==> src/rtl/emergency_dispatcher.sv <==
// Sequences classifier flags into an authority message handshake (timeout + bounded retry)
// and drives the siren pattern / evacuation light. Optional clear message: DISPATCH_CLEAR_MSG_EN.
module emergency_dispatcher #(
    parameter int TIMEOUT_CYCLES = 1000,
    parameter int MAX_RETRY      = 3,
    parameter int TONE_DIV       = 50
) (
    input  logic       clk,
    input  logic       rst_n,
    input  logic       AuthorityContacted,
    input  logic       isFire,
    input  logic       isStorm,
    input  logic       lockdownNeeded,
    input  logic       isMedicalEmergency,
    input  logic       confirmedEmergency,
    input  logic       warnStudents,
    input  logic       needEvacuation,
    input  logic       allClear,
    input  logic       msgAck,
    output logic       msgValid,
    output logic [2:0] msgCode,
    output logic       linkFault,
    output logic       siren,
    output logic       evacLight,
    output logic       busy
);
    localparam int TW = (TIMEOUT_CYCLES > 1) ? $clog2(TIMEOUT_CYCLES) : 1;
    localparam int RW = (MAX_RETRY > 0) ? $clog2(MAX_RETRY + 1) : 1;
    localparam int PW = $clog2(8 * TONE_DIV);
    localparam logic [TW-1:0] TIMER_LAST = TW'(TIMEOUT_CYCLES - 1);
    localparam logic [RW-1:0] RETRY_MAX  = RW'(MAX_RETRY);
    localparam logic [PW-1:0] PHASE_LAST = PW'(8 * TONE_DIV - 1);
    localparam logic [2:0]    CODE_CLEAR = 3'd7;

    typedef enum logic [2:0] {
        IDLE, SEND, GAP, DONE, FAULT
`ifdef DISPATCH_CLEAR_MSG_EN
        , CLR_SEND
`endif
    } state_t;

    state_t        state;
    logic [TW-1:0] timer;
    logic [RW-1:0] retry;
    logic [PW-1:0] phase;
    logic [2:0]    liveCode;
    logic          toneHigh;

    always_comb begin
        liveCode = 3'd0;
        if (isFire)                  liveCode = 3'd1;
        else if (isStorm)            liveCode = 3'd2;
        else if (lockdownNeeded)     liveCode = 3'd3;
        else if (isMedicalEmergency) liveCode = 3'd4;
        else if (confirmedEmergency) liveCode = 3'd5;
    end

    always_ff @(posedge clk) begin
        if (!rst_n) begin
            state     <= IDLE;
            msgValid  <= 1'b0;
            msgCode   <= 3'd0;
            linkFault <= 1'b0;
            busy      <= 1'b0;
            timer     <= '0;
            retry     <= '0;
        end else begin
            case (state)
                IDLE: begin
                    if (AuthorityContacted && liveCode != 3'd0) begin
                        state    <= SEND;
                        msgCode  <= liveCode;
                        msgValid <= 1'b1;
                        busy     <= 1'b1;
                        timer    <= '0;
                        retry    <= '0;
                    end
                end
`ifdef DISPATCH_CLEAR_MSG_EN
                SEND, CLR_SEND: begin
`else
                SEND: begin
`endif
                    // ack on the timeout edge takes precedence over the timeout
                    if (msgAck && msgValid) begin
                        msgValid <= 1'b0;
                        timer    <= '0;
                        if (msgCode == CODE_CLEAR) begin
                            state <= IDLE;
                            busy  <= 1'b0;
                        end else begin
                            state <= DONE;
                        end
                    end else if (timer == TIMER_LAST) begin
                        msgValid <= 1'b0;
                        timer    <= '0;
                        if (retry < RETRY_MAX) begin
                            state <= GAP;
                            retry <= retry + 1'b1;
                        end else begin
                            state     <= FAULT;
                            linkFault <= 1'b1;
                        end
                    end else begin
                        timer <= timer + 1'b1;
                    end
                end
                GAP: begin
                    msgValid <= 1'b1;
                    timer    <= '0;
`ifdef DISPATCH_CLEAR_MSG_EN
                    state    <= (msgCode == CODE_CLEAR) ? CLR_SEND : SEND;
`else
                    state    <= SEND;
`endif
                end
                DONE: begin
                    if (AuthorityContacted && liveCode != 3'd0 && liveCode != msgCode) begin
                        state    <= SEND;
                        msgCode  <= liveCode;
                        msgValid <= 1'b1;
                        timer    <= '0;
                        retry    <= '0;
                    end else if (allClear) begin
`ifdef DISPATCH_CLEAR_MSG_EN
                        state    <= CLR_SEND;
                        msgCode  <= CODE_CLEAR;
                        msgValid <= 1'b1;
                        timer    <= '0;
                        retry    <= '0;
`else
                        state    <= IDLE;
                        busy     <= 1'b0;
`endif
                    end else if (!AuthorityContacted) begin
                        state <= IDLE;
                        busy  <= 1'b0;
                    end
                end
                FAULT: begin
                    if (!AuthorityContacted || allClear) begin
                        state     <= IDLE;
                        linkFault <= 1'b0;
                        busy      <= 1'b0;
                    end
                end
                default: begin
                    state    <= IDLE;
                    msgValid <= 1'b0;
                    busy     <= 1'b0;
                end
            endcase
        end
    end

    // Phase spans one 8*TONE_DIV period; fire alternates every TONE_DIV within it.
    always_comb begin
        toneHigh = 1'b0;
        case (liveCode)
            3'd0: toneHigh = 1'b0;
            3'd1: toneHigh = (phase < PW'(TONE_DIV))
                          || (phase >= PW'(2 * TONE_DIV) && phase < PW'(3 * TONE_DIV))
                          || (phase >= PW'(4 * TONE_DIV) && phase < PW'(5 * TONE_DIV))
                          || (phase >= PW'(6 * TONE_DIV) && phase < PW'(7 * TONE_DIV));
            3'd2: toneHigh = phase < PW'(4 * TONE_DIV);
            default: toneHigh = phase < PW'(TONE_DIV);
        endcase
    end

    always_ff @(posedge clk) begin
        if (!rst_n || !warnStudents) begin
            phase <= '0;
            siren <= 1'b0;
        end else begin
            siren <= toneHigh;
            phase <= (phase == PHASE_LAST) ? '0 : phase + 1'b1;
        end
    end

    always_ff @(posedge clk) begin
        if (!rst_n) evacLight <= 1'b0;
        else        evacLight <= needEvacuation && !allClear;
    end
endmodule

==> config.mk <==
export PLATFORM = sky130hd
export DESIGN_NAME = emergency_dispatcher
export DESIGN_NICKNAME = d
export VERILOG_FILES = /design/src/rtl/emergency_dispatcher.sv
export SDC_FILE = /design/constraint.sdc
export NUM_CORES = 1
export LEC_CHECK = 0
export CORE_MARGIN = 3
export CORE_UTILIZATION = 45
export CTS_BUF_LIST = sky130_fd_sc_hd__clkbuf_16
export DETAILED_ROUTE_END_ITERATION = 8
export PLACE_DENSITY = 0.72
export SLEW_MARGIN = 20
export SYNTH_ARGS = -nofsm -noshare
export SYNTH_HDL_FRONTEND = slang
export SYNTH_SLANG_ARGS = --single-unit
==> constraint.sdc <==
create_clock -name clk -period 2.3 [get_ports clk]
set_input_delay 0.46 -clock clk [delete_from_list [all_inputs] [get_ports clk]]
set_output_delay 0.46 -clock clk [all_outputs]
set_load 0.01 [all_outputs]
==> results of run 1 <==
==> stage by stage <==
stage	setup WS, ns	util (%)	hold WS, ns
2_1_floorplan	0.157	-	0.426
3_3_place_gp	-0.281	56.9	0.442
3_5_place_dp	-0.367	56.9	0.447
4_1_cts	-0.00884	62.0	0.458
5_1_grt	0.0312	63.0	0.484
6_report	0.0888	63.0	0.455
==> metal layers <==
metal | wire length (um) | share of wire, %
met5 | 0 | 0
met4 | 63 | 1.3
met3 | 203 | 4.3
met2 | 2210 | 47
met1 | 2250 | 48
==> worst paths after layout <==
| kind | from | depth (start not counted) | to | slack [ns] |
|---|---|---|---|---|
| setup / recovery | isFire | 7 | retry[1]$_SDFFE_PN0P_ | 0.09 |
| hold / removal | phase[0]$_SDFF_PP0_ | 1 | phase[0]$_SDFF_PP0_ | 0.46 |
| setup reg to reg | msgCode[1]$_SDFFE_PN0P_ | 6 | retry[1]$_SDFFE_PN0P_ | 0.20 |
| hold reg to reg | phase[0]$_SDFF_PP0_ | 1 | phase[0]$_SDFF_PP0_ | 0.46 |
==> sequential cells by signal, indices dropped and copies added (netlist names) <==
signal	count
timer	10
phase	9
msgCode	3
state	3
retry	2
busy	1
evacLight	1
linkFault	1
msgValid	1
siren	1
==> final cells by class <==
cell class | instances | area [um^2]
well taps | 50 | 62.6
repair buffers | 45 | 405
multi-input cells | 197 | 1270
inverters | 8 | 30.0
clock inverters | 3 | 37.5
flip-flops and latches | 32 | 641
fillers | 325 | 1510
clock buffers | 5 | 125
==> cell families after synthesis <==
kind of cell | after synthesis | share of synthesized area (%)
XOR/XNOR | 7 | 3.17
AO/OA/AOI/OAI | 65 | 24.7
buffers and inverters | 23 | 4.52
multiplexers | 4 | 2.07
flip-flops | 32 | 33.1
adder cells (fa/ha/maj) | 4 | 2.59
AND/OR/NAND/NOR | 117 | 29.9
==> power groups by stage <==
stage          Sequential, uW  Combinational [uW]  Clock, uW
2_1_floorplan             670                 440          0
3_3_place_gp              687                 666          0
3_5_place_dp              688                 678          0
4_1_cts                   678                 695        756
5_1_grt                   690                 788        773
6_report                  682                 720        738
==> Yosys cell counts, types with 2 or more instances <==
cell | instances | area share (%)
nor4_1 | 2 | 0.65
a311oi_1 | 2 | 0.91
clkbuf_1 | 12 | 2.3
o21ai_0 | 11 | 2.8
nor3b_1 | 5 | 1.9
nor3_1 | 5 | 1.3
inv_1 | 7 | 1.4
ha_1 | 4 | 2.6
nand2_1 | 27 | 5.2
and4_1 | 2 | 0.91
nor2_1 | 37 | 7.2
nand2b_1 | 2 | 0.65
or2_2 | 3 | 0.97
a21oi_1 | 16 | 4.1
dfxtp_1 | 32 | 33
nand3_1 | 12 | 3.1
nand4_1 | 3 | 0.97
xnor2_1 | 4 | 1.8
or3_1 | 2 | 0.65
a31oi_1 | 7 | 2.3
a211oi_1 | 3 | 1.2
nand3b_1 | 3 | 1.2
buf_1 | 2 | 0.39
o21ai_1 | 4 | 1.0
mux2i_1 | 4 | 2.1
o2111ai_1 | 3 | 1.4
and3_1 | 6 | 1.9
xor2_1 | 3 | 1.4
nand4b_1 | 2 | 0.91
==> repair_timing <==
| item | in CTS | in global routing |
|---|---|---|
| resized for setup | 9 | 13 |
| endpoints found under the setup margin | 10 | 19 |
| pin swaps | 4 | 6 |
| buffers inserted | 1 | 0 |
==> worst max-delay path, cell delays in order <==
cell and delay (ns):
dlygate4sd2_1 0.31, or4b_4 0.55, a311oi_4 0.36, buf_6 0.18
nor3b_1 0.07, o31a_1 0.31, mux2i_1 0.13
==> flow_metrics.py, run 1 <==
metrics = {
    "outcome": {
        "status": "finished clean",
    },
    "placed_design": {
        "dp_cells": 332,
        "io_buffers": 19,
        "gp_congestion": 0.851,
        "dp_hpwl_um": 3350,
        "postPlaceCellArea_um2": 2330,
    },
    "critical_path": {
        "worstPathRequired_ns": 2.46,
        "crit_path_start_kind": "primary input",
        "crit_type": "primary input to flop",
        "critPathMaxFanout": 7,
        "worst_setup_path_end_kind": "flop",
        "cp.arrival_ns": 2.37,
    },
    "sta": {
        "finalSetupViolCount": 0,
        "tightest_slew_ns": 0.542,
        "maxClockFrequency_mhz": 452,
        "post-route-period-util_pct": 96.1,
        "tns_ns": 0,
        "relSlewSlack_pct": 63.7,
        "fin_crit_ns": 2.21,
        "drv_slew": 0,
        "skew_ns": 0.00428,
        "timing.final.hold_violations": 0,
        "rsz0062_at_grt": "no",
    },
    "power_and_ir_drop": {
        "p_sw_share_pct": 32.0,
        "p_leak_uw": 0.000977,
        "clkPwrFrac_pct": 34.5,
        "seqPwrFrac_pct": 31.9,
        "combPwrFrac_pct": 33.6,
        "p_per_area_nw_per_um2": 831,
        "internal_power_uw": 1450,
        "vdd_drop_max_uv": 390,
        "p_sw_uw": 685,
        "p_total_uw": 2140,
    },
    "yosys": {
        "syn_nets": 268,
        "synth_flop_cell": "dfxtp_1",
        "synthArstFlopShare_pct": 0,
        "yosysWarnings": 0,
        "synthDistinctLibCells": 56,
        "netlist_instances": 252,
        "syn_avg_cell_area_um2": 7.68,
        "synth_area_um2": 1940,
        "seq_area_frac_synth_pct": 33.1,
        "synth_edf_count": 0,
        "synth-seq-cells": 32,
    },
    "drt": {
        "drt_pass1_iterations": 4,
        "postRouteAntennaNets": 0,
        "drtIter0Drc": 159,
        "viasPerCell": 5.74,
        "post_drt_wl_per_cell_um": 13.9,
        "drt_wl_total_um": 4730,
        "route.detailed.drc": 0,
        "vias": 1952,
    },
    "clock_tree": {
        "cts.sinks": 32,
        "cts_tree": "yes",
        "cts-buffers-inserted": 5,
        "clk_path_buf_depth": 2,
        "clkTransAtPathRegs_ns": 0.05,
        "insertion_delay_ns": 0.27,
        "root_buffer": "clkbuf_16",
        "h-tree-depth": 2,
        "hold_buffers": 0,
    },
    "global_routing": {
        "met2_usage_pct": 30.4,
        "gr-usage-all-layers_pct": 19.4,
        "grt_max_degree": 19,
        "grt_pass1_wl_um": 7940,
        "grt.busiest_layer": "met2",
        "met1_usage_pct": 26.2,
        "antenna_found_initial": 0,
        "grt_pass1_vias": 1717,
        "use_met3_pct": 4.35,
        "grt-ovfl-total": 0,
    },
    "die": {
        "die_x_um": 71.6,
        "die-area_um2": 5120,
        "start_util_pct": 47.4,
        "core_um2": 4090,
        "rows": 23,
        "pin_count": 20,
        "die_h_um": 71.6,
    },
    "final_layout": {
        "antenna_cells": 0,
        "nets": 305,
        "most-common-layout-cells": "nor2_1, dfxtp_1, nand2_1",
        "drive_above_1_share_pct": 17.2,
        "fin_cells": 340,
        "final_area_um2": 2570,
        "layout-area-overhead-vs-synth_pct": 33.0,
        "final_common_cell": "nor2_1",
    },
    "hold_path": {
        "hp-class": "flop to flop",
    },
    "job": {
        "drv_cap": 0,
    },
}
No activity file was read; power rests on OpenSTA's default activity.
==> inputs of run 2 (changes only) <==
Settings changed: CORE_UTILIZATION 45 to 57, DONT_BUFFER_PORTS from default to 1, PLACE_DENSITY 0.72 to 0.79.
==> flow_metrics.py, run 2 (same netlist as run 1, synthesis figures left out) <==
metrics = {
    "sta": {
        "relSlewSlack_pct": 62.4,
        "drv_slew": 0,
        "worst_slack_ns": 0.301,
        "maxClockFrequency_mhz": 500,
        "skew_ns": 0.00391,
        "tightest_slew_ns": 0.562,
        "post-route-period-util_pct": 86.9,
        "fin_crit_ns": 2.00,
        "rsz0062_at_grt": "no",
        "tns_ns": 0,
        "finalSetupViolCount": 0,
        "timing.final.hold_violations": 0,
    },
    "outcome": {
        "status": "finished clean",
    },
    "drt": {
        "drt_wl_total_um": 4510,
        "route.detailed.drc": 0,
        "post_drt_wl_per_cell_um": 15.0,
        "postRouteAntennaNets": 0,
        "viasPerCell": 6.38,
        "vias": 1920,
        "drt_pass1_iterations": 5,
        "drtIter0Drc": 228,
    },
    "final_layout": {
        "largest_reg_flops": 10,
        "layout-area-overhead-vs-synth_pct": 12.4,
        "drive_above_1_share_pct": 10.5,
        "nets": 272,
        "top_regs": "timer x10, phase x9",
        "fin_cells": 301,
        "final_area_um2": 2180,
        "regMostFlops": "timer",
        "final_common_cell": "nor2_1",
        "antenna_cells": 0,
        "most-common-layout-cells": "nor2_1, dfxtp_1, nand2_1",
    },
    "critical_path": {
        "reg2reg_to": "timer[3]$_SDFFE_PN0P_",
        "r2r_cells": 6,
        "reg2reg_from": "msgCode[2]$_SDFFE_PN0P_",
        "crit_path_start_kind": "flop",
        "critPathMaxFanout": 10,
        "worst_setup_path_end_kind": "flop",
        "cp.arrival_ns": 2.19,
        "reg2reg_slack_ns": 0.30,
        "crit_path_start": "msgCode[2]$_SDFFE_PN0P_",
        "worstPathRequired_ns": 2.49,
        "crit_type": "flop to flop",
        "crit_path_end": "timer[3]$_SDFFE_PN0P_",
    },
    "die": {
        "die_x_um": 64.3,
        "pin_count": 20,
        "die-area_um2": 4130,
        "rows": 20,
        "die_h_um": 64.3,
        "core_um2": 3150,
        "start_util_pct": 61.4,
    },
    "power_and_ir_drop": {
        "p_per_area_nw_per_um2": 877,
        "p_total_uw": 1910,
        "p_leak_uw": 0.000775,
        "vdd_drop_max_uv": 466,
    },
    "clock_tree": {
        "hold_buffers": 0,
        "insertion_delay_ns": 0.28,
        "root_buffer": "clkbuf_16",
        "clkTransAtPathRegs_ns": 0.05,
        "clk_path_buf_depth": 2,
        "cts_tree": "yes",
        "cts.sinks": 32,
        "cts-buffers-inserted": 5,
        "cts_resized": 0,
        "cts_setup_buffers": 0,
        "h-tree-depth": 2,
    },
    "global_routing": {
        "grt-ovfl-total": 0,
        "grt_pass1_vias": 1731,
        "gr-usage-all-layers_pct": 24.2,
        "grt_max_degree": 21,
        "grt_pass1_wl_um": 7870,
        "antenna_found_initial": 0,
    },
    "placed_design": {
        "dp_hpwl_um": 3070,
        "dp_slack_ns": 0.129,
        "postPlaceCellArea_um2": 2040,
        "gp_congestion": 0.820,
        "io_buffers": 0,
        "dp_cells": 293,
    },
    "job": {
        "drv_cap": 0,
    },
    "hold_path": {
        "hp-class": "primary input to flop",
    },
}
run 2: cell types whose count changed in the layout (fill, tap and decap cells not counted), moves of 2 or more:
cell / change
a211oi_2: -2
dlymetal6s2s_1: -4
clkdlybuf4s50_1: -14
buf_4: -12
buf_6: -3
a211oi_1: +2
run 2: worst max-delay path, cell delays in order, from the launching register on:
cell,delay [ns]
dfxtp_1,0.34
or4b_1,0.59
a311oi_4,0.29
o21a_2,0.23
a221oi_4,0.08
buf_12,0.18
a311oi_2,0.22
run 2: report_power, final:
part / total, uW / internal (uW) / switching [uW]
combinational: 600 / 258 / 342
sequential: 679 / 611 / 68.7
clock: 629 / 392 / 237
run 2: area by class of cell:
type | instances | area, um^2
multi-input combinational | 197 | 1210
fill | 270 | 977
sequential | 32 | 641
clock buffer | 5 | 125
timing repair buffer | 12 | 103
tap | 44 | 55.1
inverter | 8 | 30.0
clock inverter | 3 | 15.0
run 2: how the worst min path moves through the flow:
stage,startpoint,endpoint,cells after the start
3_3_place_gp,phase[0]$_SDFF_PP0_,phase[0]$_SDFF_PP0_,1
6_report,allClear,evacLight$_SDFF_PN0_,1
2_1_floorplan,phase[0]$_SDFF_PP0_,phase[0]$_SDFF_PP0_,1
3_5_place_dp,timer[9]$_SDFFE_PN0P_,timer[9]$_SDFFE_PN0P_,1
5_1_grt,allClear,evacLight$_SDFF_PN0_,1
4_1_cts,allClear,evacLight$_SDFF_PN0_,1
run 2: metrics by stage:
stage | util (%) | hold WS (ns)
final | 69.0 | 0.255
after global routing | 69.0 | 0.259
after CTS | 69.0 | 0.255
after detailed placement | 64.6 | 0.454
after global placement | 64.6 | 0.448
after floorplan | - | 0.426
run 2: routing by layer:
layer | global-route usage [%] | part of all wire [%] | vias to the layer above
met5 | 0 | 0 | -
met4 | 9.50 | 1.9 | 0
met3 | 6.50 | 6.8 | 13
met2 | 40.2 | 49 | 74
met1 | 29.5 | 43 | 904
li1 | - | - | 929
==> inputs of run 3 (changes only) <==
Settings changed: TNS_END_PERCENT from default to 100.
==> results of run 3 <==
Same layout as run 2: the final DEF is identical, and so are final timing and power.
